## src/rtl/hdbn_pkg.sv

```systemverilog
// Shared symbol codes and default parameters for the HDBn line encoder.
package hdbn_pkg;

    localparam logic [1:0] SYM_ZERO = 2'b00;
    localparam logic [1:0] SYM_ONE  = 2'b01;
    localparam logic [1:0] SYM_V    = 2'b10;
    localparam logic [1:0] SYM_B    = 2'b11;

    localparam int unsigned ZRUN_DEFAULT  = 4;
    localparam int unsigned RDS_W_DEFAULT = 4;

endpackage

```

## src/rtl/hdbn_polarity.sv

```systemverilog
// Maps substituted symbols onto the two pulse rails and tracks the
// saturating running digital sum.
module hdbn_polarity
    import hdbn_pkg::*;
#(
    parameter int unsigned RDS_W = RDS_W_DEFAULT
) (
    input  logic             clk,
    input  logic             reset_n,
    input  logic             valid,
    input  logic [1:0]       sym,
    output logic [1:0]       sym_out,
    output logic             pos_out,
    output logic             neg_out,
    output logic             out_valid,
    output logic [RDS_W-1:0] rds_out
);

    localparam logic [RDS_W-1:0] RDS_MAX = {1'b0, {(RDS_W-1){1'b1}}};
    localparam logic [RDS_W-1:0] RDS_MIN = ~RDS_MAX + RDS_W'(1);

    logic last_pol_q;   // 1 = last pulse was positive
    logic mark;
    logic pol;

    // V repeats the previous polarity; marks and B alternate it.
    always_comb begin
        mark = (sym != SYM_ZERO);
        pol  = (sym == SYM_V) ? last_pol_q : ~last_pol_q;
    end

    always_ff @(posedge clk) begin
        if (!reset_n) begin
            last_pol_q <= 1'b0;
            sym_out    <= SYM_ZERO;
            pos_out    <= 1'b0;
            neg_out    <= 1'b0;
            out_valid  <= 1'b0;
            rds_out    <= '0;
        end else begin
            out_valid <= valid;
            sym_out   <= valid ? sym : SYM_ZERO;
            pos_out   <= valid && mark && pol;
            neg_out   <= valid && mark && !pol;
            if (valid && mark) begin
                last_pol_q <= pol;
                if (pol && (rds_out != RDS_MAX)) begin
                    rds_out <= rds_out + RDS_W'(1);
                end else if (!pol && (rds_out != RDS_MIN)) begin
                    rds_out <= rds_out - RDS_W'(1);
                end
            end
        end
    end

endmodule

```

## src/rtl/hdbn_encoder.sv

```systemverilog
// HDBn / AMI line encoder: zero-run substitution window followed by the
// polarity stage.
module hdbn_encoder
    import hdbn_pkg::*;
#(
    parameter int unsigned ZRUN  = ZRUN_DEFAULT,
    parameter int unsigned RDS_W = RDS_W_DEFAULT
) (
    input  logic             clk,
    input  logic             reset_n,
    input  logic             data_in,
    input  logic             data_valid,
    input  logic             mode_ami,
    output logic [1:0]       sym_out,
    output logic             pos_out,
    output logic             neg_out,
    output logic             out_valid,
    output logic [RDS_W-1:0] rds_out
);

    localparam int unsigned CW = $clog2(ZRUN + 1);

    logic [ZRUN-1:0][1:0] line_q;   // [0] newest, [ZRUN-1] oldest
    logic [ZRUN-1:0][1:0] line_d;
    logic [CW-1:0]        fill_q;
    logic [CW-1:0]        zcnt_q;
    logic                 parity_q;
    logic                 first_v_q;
    logic                 mode_q;
    logic                 full;
    logic                 ami_eff;
    logic                 hit_v;
    logic [1:0]           new_sym;

    // While the window is empty the mode input is live, so the first bit
    // after reset already uses the mode being captured.
    always_comb begin
        full    = (fill_q == CW'(ZRUN));
        ami_eff = (fill_q == '0) ? mode_ami : mode_q;
        hit_v   = !ami_eff && !data_in && (zcnt_q == CW'(ZRUN - 1));
        new_sym = SYM_ZERO;
        if (data_in) begin
            new_sym = SYM_ONE;
        end else if (hit_v) begin
            new_sym = SYM_V;
        end
        line_d = {line_q[ZRUN-2:0], new_sym};
        // The run's first zero sits in the oldest slot after this shift.
        if (hit_v) begin
            line_d[ZRUN-1] = (first_v_q && !parity_q) ? SYM_B : SYM_ZERO;
        end
    end

    always_ff @(posedge clk) begin
        if (!reset_n) begin
            line_q    <= '0;
            fill_q    <= '0;
            zcnt_q    <= '0;
            parity_q  <= 1'b0;
            first_v_q <= 1'b0;
            mode_q    <= mode_ami;
        end else begin
            if (fill_q == '0) begin
                mode_q <= mode_ami;
            end
            if (data_valid) begin
                line_q <= line_d;
                if (!full) begin
                    fill_q <= fill_q + CW'(1);
                end
                if (data_in) begin
                    zcnt_q   <= '0;
                    parity_q <= ~parity_q;
                end else if (hit_v) begin
                    zcnt_q    <= '0;
                    parity_q  <= 1'b0;
                    first_v_q <= 1'b1;
                end else if (ami_eff) begin
                    zcnt_q <= '0;
                end else begin
                    zcnt_q <= zcnt_q + CW'(1);
                end
            end
        end
    end

    hdbn_polarity #(
        .RDS_W(RDS_W)
    ) u_polarity (
        .clk      (clk),
        .reset_n  (reset_n),
        .valid    (data_valid && full),
        .sym      (line_q[ZRUN-1]),
        .sym_out  (sym_out),
        .pos_out  (pos_out),
        .neg_out  (neg_out),
        .out_valid(out_valid),
        .rds_out  (rds_out)
    );

endmodule

```

## config.mk

```make
export PLATFORM = sky130hd
export DESIGN_NAME = hdbn_encoder
export DESIGN_NICKNAME = d
export VERILOG_FILES = /design/src/rtl/hdbn_pkg.sv /design/src/rtl/hdbn_polarity.sv /design/src/rtl/hdbn_encoder.sv
export SDC_FILE = /design/constraint.sdc
export NUM_CORES = 1
export LEC_CHECK = 0
export CORE_MARGIN = 3
export CORE_UTILIZATION = 49
export CTS_CLUSTER_DIAMETER = 100
export DETAILED_ROUTE_END_ITERATION = 6
export GPL_TIMING_DRIVEN = 0
export PLACE_DENSITY = 0.71
export SYNTH_ARGS = -nofsm -noshare
export SYNTH_HDL_FRONTEND = slang
export SYNTH_SLANG_ARGS = --single-unit
export TNS_END_PERCENT = 10
```

## constraint.sdc

```tcl
create_clock -name clk -period 2.8 [get_ports clk]
set_input_delay 0.42 -clock clk [delete_from_list [all_inputs] [get_ports clk]]
set_output_delay 0.42 -clock clk [all_outputs]
set_load 0.005 [all_outputs]
```

=== After elaboration in Yosys (flattened, before gate mapping) ===
Cells that the tools add are included.

* Reductions and logical operators: 22
* $add $sub $neg: 4
* Eq/ne operators: 5
* Bitwise logic cells: 4
* Muxes and demuxes: 14

{| class="wikitable"
|+ Operator list
! cell !! count
|-
| 1-bit logical AND || 9
|-
| 3-bit 2-to-1 mux || 3
|-
| 2-bit 2-to-1 mux || 4
|-
| 4-bit 2-to-1 mux || 2
|-
| 2-bit AND reduction || 4
|-
| 3-bit by 1-bit adder with 3-bit output, second input constant || 2
|-
| 2-bit nonzero test || 3
|-
| 1-bit 2-to-1 mux || 5
|-
| 4-bit by 1-bit adder with 4-bit output, second input constant || 1
|-
| 1-bit zero test || 4
|-
| 4-bit by 3-bit inequality test with 1-bit output, second input constant || 1
|-
| 4-bit inequality test, second input constant || 1
|-
| 1-bit NOT || 4
|-
| 4-bit by 1-bit subtractor with 4-bit output, second input constant || 1
|-
| 3-bit by 2-bit == test with 1-bit output, second input constant || 1
|-
| 3-bit == test, second input constant || 1
|-
| 3-bit zero test || 1
|-
| 3-bit AND reduction || 1
|-
| 2-bit == test, second input constant || 1
|}

* Output and inout port bits: 9
* Logic and storage cells: 64
* Register bits after elaboration: 27
* Input port bits: 5

=== Longest topological paths before layout ===
* Depth in word-level cells: 7
* Depth in mapped cells: 9
* Gate-level depth less buffers: 9

=== By module ===
Synthesis repeated with hierarchy kept, for this count alone.

* Cell total of the unflattened synthesis: 128
* Area, all modules: 1,317.5 sq um

{| class="wikitable"
|+ Modules (own cells, without submodules)
! module !! seq. area each (sq um) !! instances !! cells an instance !! area each (sq um)
|-
| hdbn_encoder || 340.3 || 1 || 77 || 795.8
|-
| hdbn_polarity || 200.2 || 1 || 51 || 521.8
|}

=== Worst setup path before layout ===
Ideal clock, no wire load.

* Kind: flip-flop to flip-flop
* From: reg line_q[7] (netlist name)
* To: reg u_polarity.rds_out[3]
* Arrival: 2.010 ns
* Path buffers: 0
* Required time: 2.728 ns
* Clock period less this slack: 2.082 ns
* Setup slack: 0.718 ns
* Cell stages (with the launch flop): 10
* Setup time: 0.072 ns
* Cells stage by stage: dfxtp_1 > nor2b_4 > xnor2_4 > nand2_1 > ha_1 > a21o_1 > a21o_1 > a21o_2 > a211oi_2 > mux2i_1

* Word-level cells in the longest chain between the ends: 6
* Elaborated cells between the ends (all ways): 10
* Those cells by class: eq/ne (1); mux (2); reduce/logical (7)

{| class="wikitable"
|+ RTL lines
! item !! RTL line !! text
|-
| start: declaration || hdbn_encoder.sv:23 || <nowiki>logic [ZRUN-1:0][1:0] line_q;</nowiki>
|-
| start signal: assignment || hdbn_encoder.sv:67 || <nowiki>line_q <= line_d;</nowiki>
|-
| 2-bit == test || hdbn_polarity.sv:29 || <nowiki>pol = (sym == SYM_V) ? last_pol_q : ~last_pol_q;</nowiki>
|-
| 1-bit 2-to-1 mux || hdbn_polarity.sv:29 ||
|-
| 1-bit zero test || hdbn_polarity.sv:49 || <nowiki>end else if (!pol && (rds_out != RDS_MIN)) begin</nowiki>
|-
| 1-bit logical AND || hdbn_polarity.sv:49 ||
|-
| 2-bit nonzero test (no source line) || -- ||
|-
| 2-bit AND reduction (no source line) || -- ||
|-
| end signal: assignment || hdbn_polarity.sv:48 || <nowiki>rds_out <= rds_out + RDS_W'(1);</nowiki>
|-
| end signal: assignment || hdbn_polarity.sv:50 || <nowiki>rds_out <= rds_out - RDS_W'(1);</nowiki>
|-
| end: declaration || hdbn_polarity.sv:16 || <nowiki>output logic [RDS_W-1:0] rds_out</nowiki>
|}

Parallel ways exist; a longest one is shown, timed or not.
A chain may end at the register's enable or synchronous reset.

=== Final worst setup path ===
* From: reg line_q[6] (netlist name)
* To: reg u_polarity.rds_out[3]

Same word-level chain as after synthesis.

==> flow_summary_export.csv <==
group,metric,value,unit
run_status,status,"completed",
clock_tree,root_buffer,"clkbuf_4",
timing,setup_viol,0,
worst_hold_path,worstHoldPathType,"in2reg",
cells_and_area,diodes,0,
worst_hold_path,hold_depth,3,
synth,ys_types,38,
timing,max_slew_margin,0.648,
synth,synthesis.nets,145,
place,port_buffers,12,
floorplan,start_util,0.525,
cells_and_area,finalNonFillerCells,179,
place,dp_cells,175,
clock_tree,insertion_delay,320,ps
floorplan,rows,18,
clock_tree,clock_sinks,27,
routing,drc,0,
critical_path,critPathLaunchType,"flop",
critical_path,arrival,2620,ps
clock_tree,numCtsBuffers,3,
synth,synthCells,133,
floorplan,core,2500,sq um
global_route,overflow,0,
synth,synth_area_leaders,"dfxtp_1 (41%), mux2i_1 (6.9%), ha_1 (5.7%)",
routing,antenna_left,0,
global_route,grt_use_met1,0.167,
synth,netlist_area,1310,sq um
timing,drv_slew,0,
clock_tree,postCtsSetupBuffers,0,
place,dpl.hpwl,1.78,mm
routing,vias,990,
global_route,gr-usage-met2,0.290,
cells_and_area,final_area,1500,sq um
timing,period_share,0.845,
timing,tns,0,ps
routing,wl,2.37,mm
routing,drt_first_pass_iters,4,
floorplan,die_x,57.7,microns
global_route,grt_max_degree,15,
synth,syn_area_per_cell,9.86,sq um
pwr,intPower,0.482,mW
run,cap_violations,0,
clock_tree,ctsResizeCount,0,
place,pre_cts_ws,460,ps
timing,setup_slack,435,ps
floorplan,die_height,57.7,microns
timing,worstMarginPinSlew,528,ps
cells_and_area,drive_gt1_frac,0.0940,
pwr,pwr-share-seq,0.630,
global_route,grt_pass1_vias,983,
floorplan,die_area,3330,sq um
timing,worst_clock_skew,3.75,ps
clock_tree,ctsHoldBuffers,0,
timing,rsz0062_at_grt,"false",
clock_tree,path_clk_slew,140,ps
routing,routed_via_density,5.53,
pwr,p_sw,0.159,mW
pwr,total_power,0.641,mW
synth,ys_seq_area_frac,0.412,
synth,synth_edf_count,0,
pwr,clkPwrFrac,0.259,
cells_and_area,final_util,0.598,
place,gp_congestion,0.763,
critical_path,worst_ep_required_time,3060,ps
critical_path,critPathKind,"reg2reg",
cells_and_area,nNetsFinal,162,
global_route,gr-usage-met3,0.0223,
pwr,pwr-share-comb,0.111,
synth,yosysTopAreaCell,"dfxtp_1",
cells_and_area,syn2layout_area_growth,14.0,%
timing,hold_violations,0,
global_route,grt.total_usage,0.152,
critical_path,worstSetupEndpointType,"flop",
synth,ys_ff_latch,27,
synth,yosysWarnings,0,
critical_path,r2r_cells,9,
routing,wl_per_cell,13.2,microns
synth,synth.top_cell.area_share,0.412,
critical_path,critPathMaxFanout,8,
timing,hold_slack,457,ps
global_route,grt_pass1_wl,4.06,mm
cells_and_area,multi_input_area,713,sq um
clock_tree,cts_htree_levels,1,
pwr,ir_drop,0.375,mV
pwr,powerDensity,429,nW/um^2
synth,synth-async-reset-ratio,0,
synth,synthFlopType,"dfxtp_1",
place,postPlaceCellArea,1470,sq um
global_route,antenna_found_initial,0,
pwr,leakage,0.581,nW
global_route,gr-max-usage-layer,"met2",
routing,drt_iter0_drc,38,
floorplan,ios,14,
cells_and_area,n_fill_cell,234,
pwr,swShare,0.248,
timing,fmax,423,MHz
clock_tree,cts_tree,"built",
cells_and_area,register_area,541,sq um
timing,min_period,2370,ps
clock_tree,clock_path_buffers,2,
path summary, 6_finish.rpt:
kind / slack, ps / from / endpoint
max reg2reg: 430 / line_q[6] / u_polarity.rds_out[3]
min reg2reg: 480 / zcnt_q[2] / zcnt_q[2]
max: 430 / line_q[6] / u_polarity.rds_out[3]
min: 460 / reset_n / line_q[7]
worst max-delay path, cell delays in order, from the launching register on:
cell and delay, ps:
dfxtp_1 500, nor2b_4 100, xnor2_4 230, nand2_1 160, ha_1 310, a21o_1 180
a21o_1 190, a21o_2 190, a211oi_2 220, mux2i_1 230
placed cells by master (no fill, tap or decap):
master,n
xnor2_4,1
xor2_1,1
a2111oi_2,1
and3_2,1
xnor2_1,2
o21ai_0,4
and4b_1,1
a21boi_0,1
dfxtp_1,27
a21o_1,2
nand3b_1,3
a211oi_2,1
a21oi_1,11
buf_12,1
and3b_4,1
clkbuf_1,4
o21a_1,1
a31oi_1,2
nor3_1,1
clkbuf_4,3
buf_1,1
mux2i_1,9
a21o_2,1
nand3_1,4
clkdlybuf4s50_1,12
nor2_1,15
clkinv_1,1
o21ai_1,2
mux2_2,1
nor2b_4,1
fa_1,1
a2111oi_4,1
a311oi_1,1
nand2_1,6
and3_1,2
nand2b_1,9
inv_1,5
ha_1,6
mux2_4,1
nand4b_1,1
routing by layer:
metal	up-vias	wire, microns
li1	495	-
met1	467	996
met2	20	1230
met3	8	92
met4	0	50
met5	-	0
area by class of cell:
class / instances / area share
multi-input cells: 95 / 0.477
flip-flops and latches: 27 / 0.362
repair buffers: 12 / 0.0803
well taps: 30 / 0.0251
plain buffers: 5 / 0.0234
clock buffers: 4 / 0.0176
inverters: 6 / 0.0151
cell usage after synthesis (2+ instances only):
cell type,instances
nor2_1,15
and3_1,2
o21ai_1,2
mux2i_1,9
a21o_1,2
dfxtp_1,27
xnor2_1,2
nand3_1,4
ha_1,6
clkbuf_1,3
nand2_1,6
nand3b_1,3
a21oi_1,11
inv_1,5
nand2b_1,9
a31oi_1,2
o21ai_0,4
cells by family after synthesis:
kind of cell,share of synthesized area
xor gates and xnor gates,0.0410
DFF,0.412
adders and majority gates,0.0725
buffers and inverters,0.0439
AOI/OAI and AO/OA,0.153
muxes,0.0887
and+or+nand+nor,0.189
registers in the layout, indices dropped and copies added, names as in the netlist, 2 cells and up:
register	count
line_d	4
zcnt_q	3
u_polarity.sym_out	2
fill_q	3
u_polarity.rds_out	4
line_q	4
power by group through the flow:
| stage | Sequential (mW) | Clock [mW] | Combinational [mW] |
|---|---|---|---|
| 2_1_floorplan | 0.410 | 0 | 0.0534 |
| 4_1_cts | 0.404 | 0.173 | 0.0714 |
| 3_3_place_gp | 0.411 | 0 | 0.0675 |
| 6_report | 0.404 | 0.166 | 0.0713 |
| 3_5_place_dp | 0.412 | 0 | 0.0708 |
| 5_1_grt | 0.405 | 0.187 | 0.0787 |
(Power assumes the default switching activity.)
